--- src/rtl/fetchq_pkg.sv ---
// Shared types and constants for the instruction fetch queue.
package fetchq_pkg;

    localparam int EXC_W        = 8;
    localparam int TLB_EXC_W    = 5;
    localparam int ENTRY_ADDR_W = 32;
    localparam int ENTRY_DATA_W = 32;

    typedef struct packed {
        logic [ENTRY_ADDR_W-1:0] pc;
        logic [ENTRY_DATA_W-1:0] instr;
        logic [EXC_W-1:0]        except;
        logic [TLB_EXC_W-1:0]    tlb_except;
    } fetchq_entry_t;

    // Packed storage width of one entry for arbitrary PC/instruction widths.
    function automatic int entryBits(input int addrW, input int dataW);
        return addrW + dataW + EXC_W + TLB_EXC_W;
    endfunction

endpackage

--- src/rtl/fetchq_mem.sv ---
// Fetch queue entry storage: register array, one write port, one asynchronous read port.
module fetchq_mem #(
    parameter int DEPTH = 4,
    parameter int WIDTH = 77
) (
    input  logic                     clk,
    input  logic                     wrEn,
    input  logic [$clog2(DEPTH)-1:0] wrAddr,
    input  logic [WIDTH-1:0]         wrData,
    input  logic [$clog2(DEPTH)-1:0] rdAddr,
    output logic [WIDTH-1:0]         rdData
);

    logic [WIDTH-1:0] store [DEPTH];

    // Contents are never cleared; validity lives in the queue control.
    always_ff @(posedge clk) begin
        if (wrEn) begin
            store[wrAddr] <= wrData;
        end
    end

    assign rdData = store[rdAddr];

endmodule

--- src/rtl/fetch_queue.sv ---
// Instruction fetch queue between fetch and decode, with flush and async active-low reset.
// Optional same-cycle empty-queue bypass enabled by defining FETCHQ_BYPASS_EN.
module fetch_queue
    import fetchq_pkg::*;
#(
    parameter int DEPTH  = 4,
    parameter int ADDR_W = 32,
    parameter int DATA_W = 32
) (
    input  logic                       clk,
    input  logic                       rst,
    input  logic                       flush,
    input  logic                       push_valid,
    output logic                       push_ready,
    input  logic [ADDR_W-1:0]          push_pc,
    input  logic [DATA_W-1:0]          push_instr,
    input  logic [EXC_W-1:0]           push_except,
    input  logic [TLB_EXC_W-1:0]       push_tlb_except,
    output logic                       pop_valid,
    input  logic                       pop_ready,
    output logic [ADDR_W-1:0]          pop_pc,
    output logic [DATA_W-1:0]          pop_instr,
    output logic [EXC_W-1:0]           pop_except,
    output logic [TLB_EXC_W-1:0]       pop_tlb_except,
    output logic [$clog2(DEPTH):0]     count
);

    localparam int PTR_W   = $clog2(DEPTH);
    localparam int CNT_W   = PTR_W + 1;
    localparam int ENTRY_W = entryBits(ADDR_W, DATA_W);
    localparam logic [CNT_W-1:0] FULL_COUNT = CNT_W'(DEPTH);

    logic [PTR_W-1:0]   headPtr;
    logic [PTR_W-1:0]   tailPtr;
    logic [CNT_W-1:0]   countQ;
    logic [ENTRY_W-1:0] wrData;
    logic [ENTRY_W-1:0] rdData;
    logic               isEmpty;
    logic               bypassHit;
    logic               doPush;
    logic               doPop;

    assign count  = countQ;
    assign wrData = {push_pc, push_instr, push_except, push_tlb_except};

    always_comb begin
        isEmpty    = (countQ == '0);
        push_ready = (countQ < FULL_COUNT);
`ifdef FETCHQ_BYPASS_EN
        bypassHit  = rst && isEmpty && push_valid && !flush;
`else
        bypassHit  = 1'b0;
`endif
        pop_valid  = !isEmpty || bypassHit;
        // A bypassed entry consumed this cycle is never written into storage.
        doPush     = push_valid && push_ready && !flush && !(bypassHit && pop_ready);
        doPop      = !isEmpty && pop_ready && !flush;

        {pop_pc, pop_instr, pop_except, pop_tlb_except} = '0;
        if (bypassHit) begin
            {pop_pc, pop_instr, pop_except, pop_tlb_except} = wrData;
        end else if (!isEmpty) begin
            {pop_pc, pop_instr, pop_except, pop_tlb_except} = rdData;
        end
    end

    always_ff @(posedge clk or negedge rst) begin
        if (!rst) begin
            headPtr <= '0;
            tailPtr <= '0;
            countQ  <= '0;
        end else if (flush) begin
            headPtr <= '0;
            tailPtr <= '0;
            countQ  <= '0;
        end else begin
            if (doPush) begin
                tailPtr <= tailPtr + PTR_W'(1);
            end
            if (doPop) begin
                headPtr <= headPtr + PTR_W'(1);
            end
            case ({doPush, doPop})
                2'b10:   countQ <= countQ + CNT_W'(1);
                2'b01:   countQ <= countQ - CNT_W'(1);
                default: countQ <= countQ;
            endcase
        end
    end

    fetchq_mem #(
        .DEPTH (DEPTH),
        .WIDTH (ENTRY_W)
    ) uMem (
        .clk    (clk),
        .wrEn   (doPush),
        .wrAddr (tailPtr),
        .wrData (wrData),
        .rdAddr (headPtr),
        .rdData (rdData)
    );

endmodule

--- config.mk ---
export PLATFORM = sky130hd
export DESIGN_NAME = fetch_queue
export DESIGN_NICKNAME = d
export VERILOG_FILES = /design/src/rtl/fetchq_pkg.sv /design/src/rtl/fetchq_mem.sv /design/src/rtl/fetch_queue.sv
export SDC_FILE = /design/constraint.sdc
export NUM_CORES = 1
export LEC_CHECK = 0
export BUFFER_PORTS_ARGS = -buffer_cell sky130_fd_sc_hd__buf_2
export CAP_MARGIN = 30
export CORE_MARGIN = 4
export CORE_UTILIZATION = 52
export CTS_CLUSTER_DIAMETER = 120
export DETAILED_ROUTE_END_ITERATION = 7
export PLACE_DENSITY = 0.83
export SLEW_MARGIN = 10
export SYNTH_ARGS = -nofsm -noshare
export SYNTH_HDL_FRONTEND = slang
export SYNTH_HIERARCHICAL = 1
export SYNTH_SLANG_ARGS = --single-unit
--- constraint.sdc ---
create_clock -name clk -period 7.7 [get_ports clk]
set_clock_uncertainty 0.2 [all_clocks]
set_input_delay 1.54 -clock clk [delete_from_list [all_inputs] [get_ports clk]]
set_output_delay 1.54 -clock clk [all_outputs]
set_load 0.05 [all_outputs]
==> results of run 1 <==
## sequential cells by signal (all words and copies together) (netlist names)
name        flops
tailPtr         2
count           3
uMem/store    308
headPtr         2
## cells by family after synthesis
kind of cell	count (synthesis)	share of synthesized area [%]
XOR/XNOR	5	0.359
buffers and inverters	31	1.92
AO/OA/AOI/OAI	11	0.667
adder cells (fa/ha/maj)	1	0.164
flip-flops	315	77.3
multiplexers	77	14.2
AND/OR/NAND/NOR	99	5.41
## power by group through the flow
| stage | Sequential, mW | Combinational [mW] | Clock [mW] |
|---|---|---|---|
| 6_report | 2.03 | 1.28 | 1.36 |
| 3_3_place_gp | 2.09 | 1.23 | 0 |
| 3_5_place_dp | 2.07 | 1.30 | 0 |
| 5_1_grt | 2.04 | 1.35 | 1.47 |
| 4_1_cts | 2.03 | 1.30 | 1.39 |
| 2_1_floorplan | 2.04 | 1.05 | 0 |
## layer usage
| layer | track usage (%) | up-vias | part of all wire, % |
|---|---|---|---|
| li1 | - | 2547 | - |
| met1 | 23.5 | 2972 | 40 |
| met2 | 29.7 | 221 | 51 |
| met3 | 3.22 | 35 | 6.0 |
| met4 | 4.34 | 2 | 2.1 |
| met5 | 0 | - | 0.058 |
## cell usage after synthesis (2+ instances only)
cell type | number | area, um^2
edfxtp_1 | 308 | 9250
clkbuf_1 | 11 | 41.3
a21o_1 | 2 | 15.0
and3b_1 | 2 | 17.5
nand2_1 | 2 | 7.51
buf_6 | 4 | 45.0
dfrtp_1 | 7 | 175
and2_4 | 20 | 175
xor2_1 | 4 | 35.0
a21oi_1 | 2 | 10.0
buf_4 | 4 | 30.0
buf_12 | 4 | 80.1
nor3_1 | 2 | 10.0
buf_2 | 6 | 30.0
mux4_2 | 77 | 1730
a211oi_1 | 3 | 22.5
nand3b_1 | 3 | 22.5
and2_1 | 57 | 357
nor2_1 | 5 | 18.8
## layout make-up
cell class	count	share of cell area, %
Sequential cell	315	66.3
Clock buffer	44	6.00
Timing Repair Buffer	172	6.49
Multi-Input combinational cell	193	18.0
Inverter	1	0.0264
Tap cell	313	2.75
Clock inverter	9	0.466
## per-stage QoR
stage | cells | worst slack (ns) | hold slack (ns)
2_1_floorplan | 539 | 2.12 | 0.299
3_3_place_gp | 992 | 3.18 | 0.445
3_5_place_dp | 994 | 3.30 | 0.476
4_1_cts | 1047 | 2.72 | 0.492
5_1_grt | 1047 | 2.57 | 0.532
6_report | 1047 | 2.85 | 0.499
## worst max-delay path: cells and delay by family (launching register included)
kind                   cells  cell delay, ns
buffers and inverters      3            1.05
muxes                      1            0.58
and+or+nand+nor            1            0.16
DFF                        1            0.76
## final timing paths
check | end | depth (start not counted) | slack (ns) | startpoint
worst max-delay path | pop_pc[27] | 5 | 2.85 | headPtr[0]
worst min-delay path | tailPtr[1] | 2 | 0.50 | tailPtr[1]
worst max register to register | uMem/store[1][16] | 4 | 4.85 | count[2]
worst min register to register | tailPtr[1] | 2 | 0.50 | tailPtr[1]
max in group asynchronous | headPtr[1] | 1 | 6.51 | rst
min in group asynchronous | tailPtr[1] | 1 | 0.62 | rst
==> flow_summary.json, run 1 <==
{
  "power.total_mw": 4.67,
  "status": "completed",
  "synth.cell_area_um2": 12200,
  "hp-class": "reg -> reg",
  "cp.required_ns": 5.96,
  "worst_pin_slew_ns": 0.698,
  "final_cell_mix": "308 x edfxtp_1, 163 x buf_2, 77 x mux4_2, 57 x and2_1, 31 x clkbuf_16",
  "p_sw_share_pct": 31.9,
  "n_antenna_cell": 0,
  "yosys_register_bits": 315,
  "drv_slew": 0,
  "placed_area_um2": 13300,
  "post-route-period-util_pct": 62.9,
  "slew_headroom_pct": 53.5,
  "yosysWarnings": 6,
  "drive_gt1_share_pct": 42.9,
  "postLayoutCoreUtil_pct": 62.3,
  "async_reset_ff_share_pct": 2.22,
  "gp_congestion": 0.773,
  "cts-root-buf": "clkbuf_16",
  "timing.setup.tns_ns": 0,
  "grt_pass1_wl_um": 35300,
  "grt_overflow": 0,
  "clkTransAtPathRegs_ns": 0.06,
  "placement_rows": 55,
  "power_per_cell_area_nw_per_um2": 328,
  "worstSetupPathType": "reg -> out",
  "ir_worst_vdd_uv": 219,
  "grt_pass1_vias": 6174,
  "routedWlPerCell_um": 21.3,
  "ys.flop_type": "edfxtp_1",
  "vias": 5777,
  "clk_path_buf_depth": 3,
  "synth_enable_flop_cells": 308,
  "synth.yosys.seq_area_share_pct": 77.3,
  "syn_nets": 622,
  "cts_resized": 0,
  "io_buffers": 163,
  "cap_violations": 0,
  "synthCells": 539,
  "drc": 0,
  "drt_iter0_drc": 397,
  "slowest_stage": "dfrtp_4",
  "finalHoldViolCount": 0,
  "nNetsFinal": 796,
  "die_h_um": 161,
  "synth.distinct_cells": 35,
  "final_common_cell": "edfxtp_1",
  "dp_hpwl_um": 13600,
  "syn_to_final_growth_pct": 16.7,
  "post-cts-setup-buffers": 0,
  "multi_input_area_um2": 2560,
  "rsz0062_at_grt": "false",
  "crit_arrival_ns": 3.11,
  "grt_antenna_before_repair": 1,
  "final_area_um2": 14200,
  "io_pins": 164,
  "cts_tree": "yes",
  "worstSetupStartpointType": "flip-flop",
  "seq_area_um2": 9430,
  "p_leak_nw": 4.86,
  "max_stage_delay_ns": 0.76,
  "die_w_um": 161,
  "power_frac_seq_pct": 43.4,
  "viasPerCell": 5.52,
  "postSynthAreaPerCell_um2": 22.6,
  "critPathCaptureType": "primary output",
  "drt_wl_total_um": 22300,
  "start_util_pct": 53.4,
  "grt_usage_pct": 17.3,
  "firstDrtPassIters": 5,
  "fill_cells": 1601,
  "netSwitchingPower_mw": 1.49,
  "clock_sinks": 315,
  "combPwrFrac_pct": 27.4,
  "fmax_mhz": 206,
  "pwr-share-clk_pct": 29.2,
  "die_area_um2": 26000,
  "htreeDepth": 1,
  "grt_max_degree": 53,
  "path_cells": "buf_16 -> buf_4 -> mux4_2 -> and2_1 -> buf_2",
  "fin_crit_ns": 4.85,
  "numCtsBuffers": 30,
  "coreArea_um2": 22800,
  "clock_latency_ns": 0.53,
  "cts_hold_buf": 0,
  "worstPathMaxFanout": 29,
  "p_int_mw": 3.18,
  "final_antenna_net_count": 0,
  "setup_viol": 0
}
Note: power is estimated with default switching activity, not from simulation.
==> run 2: changes to the inputs <==
--- a/config.mk
+++ b/config.mk
@@ -8,10 +8,10 @@
 export BUFFER_PORTS_ARGS = -buffer_cell sky130_fd_sc_hd__buf_2
 export CAP_MARGIN = 30
 export CORE_MARGIN = 4
-export CORE_UTILIZATION = 52
+export CORE_UTILIZATION = 57
 export CTS_CLUSTER_DIAMETER = 120
 export DETAILED_ROUTE_END_ITERATION = 7
-export PLACE_DENSITY = 0.83
+export PLACE_DENSITY = 0.86
 export SLEW_MARGIN = 10
 export SYNTH_ARGS = -nofsm -noshare
 export SYNTH_HDL_FRONTEND = slang
==> constraint.sdc (replaced) <==
create_clock -name clk -period 5 [get_ports clk]
set_clock_uncertainty 0.2 [all_clocks]
set_input_delay 1 -clock clk [delete_from_list [all_inputs] [get_ports clk]]
set_output_delay 1 -clock clk [all_outputs]
set_load 0.05 [all_outputs]
==> run 2 against run 1 <==
Critical path depth is 1 lower. Worst hold slack got worse by 0.42 ns. Register-to-register slack got worse by 2.5 ns. Critical endpoint is now pop_instr[22]. Largest power group unchanged.
==> flow_summary.json, run 2 (synthesis results as in run 1) <==
{
  "wirelength_met1_um": 8920,
  "top_register": "uMem/store",
  "cts_resized": 0,
  "numCtsBuffers": 30,
  "firstDrtPassIters": 4,
  "post-cts-setup-buffers": 0,
  "cp.required_ns": 3.80,
  "syn_to_final_growth_pct": 17.2,
  "p_leak_nw": 4.91,
  "io_buffers": 163,
  "crit_family": "simple AND/OR/NAND/NOR gates",
  "finalHoldViolCount": 0,
  "die_area_um2": 23800,
  "p_int_mw": 4.96,
  "seq_area_um2": 9430,
  "critPathCaptureType": "primary output",
  "timing.setup.tns_ns": 0,
  "combPwrFrac_pct": 27.0,
  "clock_sinks": 315,
  "power_frac_seq_pct": 43.1,
  "fin_crit_ns": 3.89,
  "critPathBufInv": 2,
  "setup_viol": 0,
  "wl_met3_um": 1100,
  "worst_pin_slew_ns": 0.603,
  "worstPathMaxFanout": 53,
  "power_per_cell_area_nw_per_um2": 508,
  "slowest_stage": "or3_2",
  "max_stage_delay_ns": 0.75,
  "drt_wl_total_um": 22900,
  "die_w_um": 154,
  "viasPerCell": 5.69,
  "crit_arrival_ns": 2.69,
  "rsz0062_at_grt": "false",
  "nNetsFinal": 799,
  "start_util_pct": 58.0,
  "ir_worst_vdd_uv": 437,
  "fmax_mhz": 257,
  "worstSetupPathType": "reg -> out",
  "grt_pass1_vias": 6240,
  "coreArea_um2": 21000,
  "io_pins": 164,
  "postLayoutCoreUtil_pct": 68.0,
  "htreeDepth": 1,
  "path_cells": "or3_2 -> buf_4 -> and2_1 -> buf_2",
  "largest_reg_flops": 308,
  "cts-root-buf": "clkbuf_16",
  "fill_cells": 1299,
  "p_sw_share_pct": 31.7,
  "clk_path_buf_depth": 3,
  "final_common_cell": "edfxtp_1",
  "drc": 0,
  "highest_layer": "met5",
  "grt_max_degree": 78,
  "cap_violations": 0,
  "multi_input_area_um2": 2560,
  "dp_hpwl_um": 14000,
  "post-route-period-util_pct": 77.9,
  "drv_slew": 0,
  "status": "completed",
  "clock_latency_ns": 0.54,
  "grt_usage_pct": 19.3,
  "numPlacedInstances": 959,
  "worstSetupStartpointType": "flip-flop",
  "vias": 5795,
  "drt_iter0_drc": 389,
  "grt_antenna_before_repair": 4,
  "cts_hold_buf": 0,
  "power.total_mw": 7.26,
  "die_h_um": 154,
  "routedWlPerCell_um": 22.5,
  "pwr-share-clk_pct": 29.9,
  "grt_overflow": 0,
  "cts_tree": "yes",
  "netSwitchingPower_mw": 2.30,
  "hp-class": "in -> async",
  "clkTransAtPathRegs_ns": 0.06,
  "met2_wirelength_um": 12300,
  "drive_gt1_share_pct": 43.6,
  "final_cells": 1018,
  "slew_headroom_pct": 59.4,
  "gp_congestion": 0.822,
  "final_antenna_net_count": 0,
  "final_cell_mix": "308 x edfxtp_1, 163 x buf_2, 77 x mux4_2, 57 x and2_1, 31 x clkbuf_16",
  "grt_pass1_wl_um": 35700,
  "placement_rows": 53
}
run 2: cell types whose count changed in the layout (fill, tap and decap cells not counted), sizes merged:
cell      before  now
bufinv         1    3
clkinv         7   17
diode          0    3
clkinvlp       1    0
clkbuf        44   36
buf          172  175
run 2: metrics by stage:
stage	area [um^2]	worst slack, ns	hold WS (ns)
2_1_floorplan	12200	1.02	0.299
3_3_place_gp	13300	1.66	0.435
3_5_place_dp	13300	1.65	0.487
4_1_cts	14300	1.07	0.0628
5_1_grt	14300	0.935	0.0662
6_report	14300	1.11	0.0807
run 2: worst paths after layout:
check	to	start	depth (start not counted)	slack [ns]
worst max-delay path	pop_instr[22]	count[2]	4	1.11
worst min-delay path	count[0]	rst	1	0.08
worst max register to register	uMem/store[2][57]	count[2]	5	2.35
worst min register to register	tailPtr[1]	tailPtr[1]	2	0.50
max in group asynchronous	headPtr[0]	rst	1	4.32
min in group clk	uMem/store[2][37]	push_instr[24]	1	0.48
run 2: area by class of cell:
type,instances,area share [%]
sequential,315,66.0
tap,275,2.41
clock buffer,36,5.56
antenna,3,0.0525
clock inverter,20,1.18
inverter,1,0.0263
multi-input combinational,193,17.9
timing repair buffer,175,6.83
run 2: power by group through the flow:
stage,logic [mW],registers [mW],clock network [mW]
finish,1.96,3.13,2.17
floorplan,1.63,3.14,0
CTS,1.99,3.13,2.21
global placement,1.94,3.18,0
detailed placement,1.99,3.18,0
global route,2.07,3.14,2.35
run 2: layer usage:
metal  vias to the layer above  GRT usage, %
met3                        47          3.25
met1                      3012          25.6
met5                         -             0
met4                         2          5.89
li1                       2560             -
met2                       174          33.4
